$ cat src/rtl/alu_a_hazard_ctrl.sv
// Operand-A hazard controller: tracks the EX and MEM producers, stalls one
// cycle on load-use, and selects the registered forwarding source for EX.
module alu_a_hazard_ctrl #(
    parameter int DATA_W  = 16,
    parameter int RADDR_W = 4
) (
    input  logic               clk,
    input  logic               rst,
    input  logic               id_valid,
    input  logic [RADDR_W-1:0] id_src_a,
    input  logic               id_src_a_use,
    input  logic [RADDR_W-1:0] id_dst,
    input  logic               id_dst_we,
    input  logic               id_is_load,
    input  logic               flush,
    output logic               stall,
    output logic [1:0]         ex_fwd_sel,
    output logic [15:0]        stall_cnt
);

    // Operand width is carried for interface compatibility; this block only
    // moves register addresses, so a nonsensical width is the only concern.
    if (DATA_W < 1) begin : g_bad_data_w
    end

    typedef struct packed {
        logic               we;
        logic [RADDR_W-1:0] dst;
        logic               load;
    } sb_entry_t;

    typedef enum logic [1:0] {
        FWD_REG = 2'b00,
        FWD_MEM = 2'b01,
        FWD_WB  = 2'b10
    } fwd_sel_e;

    sb_entry_t  e_q;
    sb_entry_t  m_q;
    sb_entry_t  id_entry;
    fwd_sel_e   fwd_q;
    fwd_sel_e   fwd_d;
    logic [15:0] stall_cnt_q;

    logic issue;
    logic e_hit;
    logic m_hit;

    // Entries with we = 0 never match, whatever dst holds.
    assign e_hit = id_src_a_use & e_q.we & (e_q.dst == id_src_a);
    assign m_hit = id_src_a_use & m_q.we & (m_q.dst == id_src_a);

    assign stall = id_valid & e_hit & e_q.load & ~flush;
    assign issue = id_valid & ~stall;

    assign id_entry = '{we: id_dst_we, dst: id_dst, load: id_is_load};

    // NOTE: every signal driven from always_comb gets a default first so no
    // path through the block leaves it unassigned (which would infer a latch).
    always_comb begin
        fwd_d = FWD_REG;
        if (issue && !flush) begin
            // The younger producer in EX takes priority over the one in MEM.
            if (e_hit && !e_q.load) begin
                fwd_d = FWD_MEM;
            end else if (m_hit) begin
                fwd_d = FWD_WB;
            end
        end
    end

    // NOTE: state registers use non-blocking assignments so that m_q <= e_q
    // captures the pre-edge value of e_q, modelling a real pipeline shift.
    always_ff @(posedge clk or negedge rst) begin
        if (!rst) begin
            e_q   <= '0;
            m_q   <= '0;
            fwd_q <= FWD_REG;
        end else if (flush) begin
            e_q   <= '0;
            m_q   <= '0;
            fwd_q <= FWD_REG;
        end else begin
            e_q   <= issue ? id_entry : '0;
            m_q   <= e_q;
            fwd_q <= fwd_d;
        end
    end

    always_ff @(posedge clk or negedge rst) begin
        if (!rst) begin
            stall_cnt_q <= '0;
        end else if (stall && (stall_cnt_q != 16'hFFFF)) begin
            stall_cnt_q <= stall_cnt_q + 16'd1;
        end
    end

    assign ex_fwd_sel = fwd_q;
    assign stall_cnt  = stall_cnt_q;

endmodule

$ cat config.mk
export PLATFORM = sky130hd
export DESIGN_NAME = alu_a_hazard_ctrl
export DESIGN_NICKNAME = d
export VERILOG_FILES = /design/src/rtl/alu_a_hazard_ctrl.sv
export SDC_FILE = /design/constraint.sdc
export NUM_CORES = 1
export LEC_CHECK = 0
export ABC_CLOCK_PERIOD_IN_PS = 2000
export BUFFER_PORTS_ARGS = -buffer_cell sky130_fd_sc_hd__buf_4
export CORE_MARGIN = 3
export CORE_UTILIZATION = 30
export CTS_CLUSTER_DIAMETER = 150
export DETAILED_ROUTE_END_ITERATION = 10
export PLACE_DENSITY = 0.55
export SKIP_CTS_REPAIR_TIMING = 1
export SLEW_MARGIN = 20
export SYNTH_ARGS = -nofsm -noshare
export SYNTH_HDL_FRONTEND = slang
export SYNTH_SLANG_ARGS = --single-unit
export TNS_END_PERCENT = 5
$ cat constraint.sdc
create_clock -name clk -period 2 [get_ports clk]
set_input_delay 0.1 -clock clk [delete_from_list [all_inputs] [get_ports clk]]
set_output_delay 0.1 -clock clk [all_outputs]
set_load 0.05 [all_outputs]
======== Word-level counts from Yosys, hierarchy flattened ========
Cells that the tools add are included.
operators by class
  muxes and demuxes ....................... 7
  divide/modulo/power cells ............... 0
  order comparisons ....................... 0
  shift-type cells ........................ 0
  add/subtract/negate cells ............... 1
  bitwise logic cells ..................... 10
  multipliers ............................. 0
  reduce and logical (&&, ||, !) cells .... 5
  eq/ne operators ......................... 3
operators with widths
  operator                 count
  $mux W6                  3
  $add A16 B1 Y16 const B  1
  $ne A16 B16 Y1 const B   1
  $and A1 B1 Y1            8
  $eq A4 B4 Y1             2
  $mux W2                  4
  $logic_and A1 B1 Y1      3
  $logic_not A1 Y1         2
  $not A1 Y1               2
storage, ports and cells
  input port bits ......................... 15
  bits in writable memories ............... 0
  output and inout port bits .............. 19
  bits in read-only memories .............. 0
  latch bits .............................. 0
  flip-flop bits (word level) ............. 29
  memories kept ........................... 0
  logic and storage cells ................. 33

======== Longest topological paths before layout ========
  depth in word-level cells ............... 10
  depth in mapped cells ................... 7

======== Worst setup path after synthesis ========
No wires, ideal clock.
  kind .................................... register to register
  from .................................... register stall_cnt_q[6] (netlist: stall_cnt[6])
  to ...................................... register stall_cnt_q[1] (netlist: stall_cnt[1])
  required time ........................... 1.872 ns
  buffers on the path ..................... 0
  cell stages (with the launch flop) ...... 6
  arrival time ............................ 1.892 ns
  library setup time ...................... 0.128 ns
  slack ................................... -0.019 ns
  path through ............................ dfrtp_1 -> and4_1 -> nand3_1 -> or3_1 -> nand2_1 -> mux2_1
between the ends
  cells in the longest elaborated chain, start to end .. 2
ends and longest elaborated chain
  item                      line  RTL
  start: declaration        43    logic [15:0] stall_cnt_q;
  start signal: assignment  94    stall_cnt_q <= stall_cnt_q + 16'd1;
  $ne A16 B16 Y1            93    end else if (stall && (stall_cnt_q != 16'hFFFF)) begin
  $logic_and A1 B1 Y1       93
No other way between the ends.
A chain may end at the register's enable or synchronous reset.

======== Final worst setup path ========
  from .................................... register e_q[3] (netlist bit)
  to ...................................... output stall
between the ends
  cells in the longest elaborated chain, start to end .. 5
ends and longest elaborated chain
  item                        line  RTL
  start: declaration          38    sb_entry_t e_q;
  start signal: assignment    84    e_q <= issue ? id_entry : '0;
  $eq A4 B4 Y1                50    assign e_hit = id_src_a_use & e_q.we & (e_q.dst == id_src_a);
  $and A1 B1 Y1               50
  $and A1 B1 Y1 (3 in a row)  53    assign stall = id_valid & e_hit & e_q.load & ~flush;
  end: declaration            16    output logic stall,
No other way between the ends.

==> results.json <==
{
  "grt_first_pass_wirelength_um": 4610,
  "worst-path-buf-inv": 2,
  "run_status": "completed",
  "async_reset_ff_share_pct": 100,
  "syn_area_cell_um2": 11.6,
  "p_sw_w": 0.000253,
  "ff2ff_setup_slack_ns": 0.22,
  "critical_path_start_end_classification": "reg -> out",
  "post-route-util_pct": 42.5,
  "grt_max_degree": 30,
  "worst_r2r_path_depth": 5,
  "max_stage_delay_ns": 0.39,
  "clock_skew_ns": 0.00722,
  "critical_path.cell_chain": "xnor2_1 -> nand3_2 -> or2_1 -> inv_2 -> buf_4",
  "synth-compound-area-share_pct": 1.58,
  "route.detailed.drc": 0,
  "hold_path.class": "in -> reg",
  "maxCapViolCount": 0,
  "worst-path-stages": 5,
  "setup_repair_after_global_routing_missed_its_margin": "false",
  "synth_cell_types": 30,
  "worstReg2RegStart": "stall_cnt[6]",
  "sequentialPowerShare_pct": 47.9,
  "grt_use_total_pct": 11.4,
  "worst_setup_path_start_kind": "register",
  "cellInternalPower_w": 0.000997,
  "power.share.combinational_pct": 5.3,
  "synth.area.mux_share_pct": 0.836,
  "design.die.area_um2": 5330,
  "count_of_flip_flops_with_a_built_in_enable_after_synthesis": 0,
  "switching_share_pct": 20.3,
  "post-dp-hpwl_um": 2050,
  "placeableCoreArea_um2": 4170,
  "synth-warning-count": 0,
  "tritoncts_clock_tree": "built",
  "worst_ir_drop_vdd_uv": 295,
  "pd_cells_nw_per_um2": 705,
  "syn-instance-count": 116,
  "cpMaxStageDelayCell": "sky130_fd_sc_hd__dfrtp_1",
  "tritoncts_num_sinks": 29,
  "clk-insertion-delay-late_ns": 0.28,
  "synthAdderAreaFrac_pct": 0.929,
  "clk_pin_slew_worst_paths_ns": 0.07,
  "most_used_cells_in_the_layout_excluding_fill_and_tap_cells": "34 x sky130_fd_sc_hd__buf_4, 26 x sky130_fd_sc_hd__dfrtp_1, 13 x sky130_fd_sc_hd__xnor2_1",
  "worst-endpoint-required_ns": 1.90,
  "synthXorXnorAreaFrac_pct": 13.7,
  "syn_nets": 132,
  "final_common_cell": "sky130_fd_sc_hd__buf_4",
  "rows": 23,
  "htreeDepth": 2,
  "worst_path_dominant_cell_family": "simple AND/OR/NAND/NOR gates",
  "max_freq_mhz": 551,
  "fp.dieH_um": 73.0,
  "syn_to_final_growth_pct": 31.8,
  "path_max_fanout": 7,
  "mappedNetlistArea_um2": 1350,
  "ys_ff_latch": 29,
  "post_synth_and_or_nand_nor_area_fraction_pct": 27.7,
  "clk_root_buffer_cell": "sky130_fd_sc_hd__clkbuf_8",
  "cts_bufs_inserted": 5,
  "detailedRoute.firstIterationViolations": 27,
  "tns_ns": 0,
  "initial_utilization_pct": 32.3,
  "numPortBuffers": 33,
  "initial_antenna_violation_count": 0,
  "report.final.setup_viol": 0,
  "nets": 173,
  "max-clock-path-buffers": 2,
  "dieWidth_um": 73.0,
  "timing.slew.headroom_pct": 73.9,
  "report.final.slew_viol_count": 0,
  "synth_top_family_by_area": "simple AND/OR/NAND/NOR gates",
  "timing_hold_violations_final": 0,
  "leakagePower_nw": 0.848,
  "detail_route.wl_per_cell_um": 13.2,
  "worst_setup_path_end_kind": "output pin",
  "clock_power_share_pct": 46.8,
  "drt_pass1_iterations": 2,
  "timing.critical_path.from": "e_q[3]",
  "routed_wirelength_um": 2750,
  "drt.antenna.violating_nets": 0,
  "drive_gt1_share_pct": 32.9,
  "synth_top_flop_cell": "sky130_fd_sc_hd__dfrtp_1",
  "routabilityCongestion": 0.757,
  "worstMarginPinSlew_ns": 0.388,
  "number_of_global_route_vias_before_repair": 1005,
  "regToRegEndpoint": "stall_cnt[1]",
  "critPathArrivalTime_ns": 1.71,
  "vias_per_inst": 4.72,
  "endpoint": "stall",
  "diodes": 0,
  "min_period_ns": 1.81,
  "overflow": 0,
  "fin_crit_sh_pct": 90.7,
  "io_pins": 34,
  "vias": 981,
  "synth.yosys.seq_area_share_pct": 53.9
}
==> Yosys cell counts, types with 2 or more instances <==
cell,number,area (um^2)
sky130_fd_sc_hd__a21oi_1,2,10.0
sky130_fd_sc_hd__and2_1,6,37.5
sky130_fd_sc_hd__and3_1,3,18.8
sky130_fd_sc_hd__and4_1,2,17.5
sky130_fd_sc_hd__dfrtp_1,29,726
sky130_fd_sc_hd__nand2_1,4,15.0
sky130_fd_sc_hd__nand3_1,9,45.0
sky130_fd_sc_hd__nand4_1,5,31.3
sky130_fd_sc_hd__nand4b_1,2,17.5
sky130_fd_sc_hd__nor2_1,3,11.3
sky130_fd_sc_hd__nor2b_1,6,37.5
sky130_fd_sc_hd__nor3_1,3,15.0
sky130_fd_sc_hd__nor4_1,2,12.5
sky130_fd_sc_hd__nor4_2,5,62.6
sky130_fd_sc_hd__xnor2_1,13,114
sky130_fd_sc_hd__xor2_1,8,70.1
==> sequential cells by signal, summed over array words and instances, names as in the netlist <==
name	cells
stall_cnt	16
e_q	6
m_q	5
ex_fwd_sel	2
==> final cells by class <==
class,instances,area (um^2)
Clock buffer,6,72.6
Clock inverter,2,35.0
Fill cell,413,2400
Inverter,2,7.51
Multi-Input combinational cell,84,602
Sequential cell,29,729
Tap cell,50,62.6
Timing Repair Buffer,35,265
==> worst register-to-register path, stage by stage, from the launching register on <==
cell	delay, ns
sky130_fd_sc_hd__dfrtp_2	0.42
sky130_fd_sc_hd__and4_1	0.27
sky130_fd_sc_hd__nand3_1	0.13
sky130_fd_sc_hd__or3_1	0.38
sky130_fd_sc_hd__nand2_1	0.13
sky130_fd_sc_hd__mux2_1	0.33
==> through the flow <==
stage | setup slack [ns] | instances | hold slack [ns] | total power, W | instance area [um^2]
global route | 0.0799 | 208 | 0.0249 | 0.00131 | 1770
global placement | 0.285 | 199 | 0.0443 | 0.000675 | 1660
floorplan | 0.0200 | 116 | -0.196 | 0.000633 | 1350
CTS | 0.160 | 207 | -0.251 | 0.00127 | 1760
detailed placement | 0.236 | 199 | 0.0579 | 0.000678 | 1660
finish | 0.186 | 208 | 0.0265 | 0.00125 | 1770
==> power groups by stage <==
stage               Combinational (W)  Clock (W)  Sequential, W
global placement            0.0000660          0       0.000609
detailed placement          0.0000679          0       0.000610
floorplan                   0.0000240          0       0.000609
finish                      0.0000668   0.000585       0.000599
CTS                         0.0000679   0.000602       0.000599
global route                0.0000760   0.000633       0.000599
==> how the worst min path moves through the flow <==
stage | from | endpoint | slack, ns | cells after the start
after floorplan | rst | e_q[0] | -0.20 | 0
after global placement | rst | m_q[3] | 0.04 | 1
after detailed placement | rst | stall_cnt[9] | 0.06 | 1
after CTS | rst | stall_cnt[9] | -0.25 | 1
after global routing | flush | m_q[2] | 0.02 | 2
final | flush | m_q[2] | 0.03 | 2
==> kinds of logic after synthesis <==
kind of cell / Yosys count
mux: 1
simple gates: 57
flops: 29
fa+ha+maj: 1
xor+xnor: 21
buf+inv: 3
compound gates: 4
==> metal layers <==
metal  routed length [um]  part of all wire, %  vias to the layer above  global-route usage (%)
met1                 1320                   48                      467                    14.2
li1                     -                    -                      487                       -
met2                 1250                   45                       23                    17.7
met3                  149                  5.4                        4                    4.27
met4                   32                  1.2                        0                    4.92
met5                    0                    0                        -                       0
Note: power is estimated with default switching activity, not from simulation.
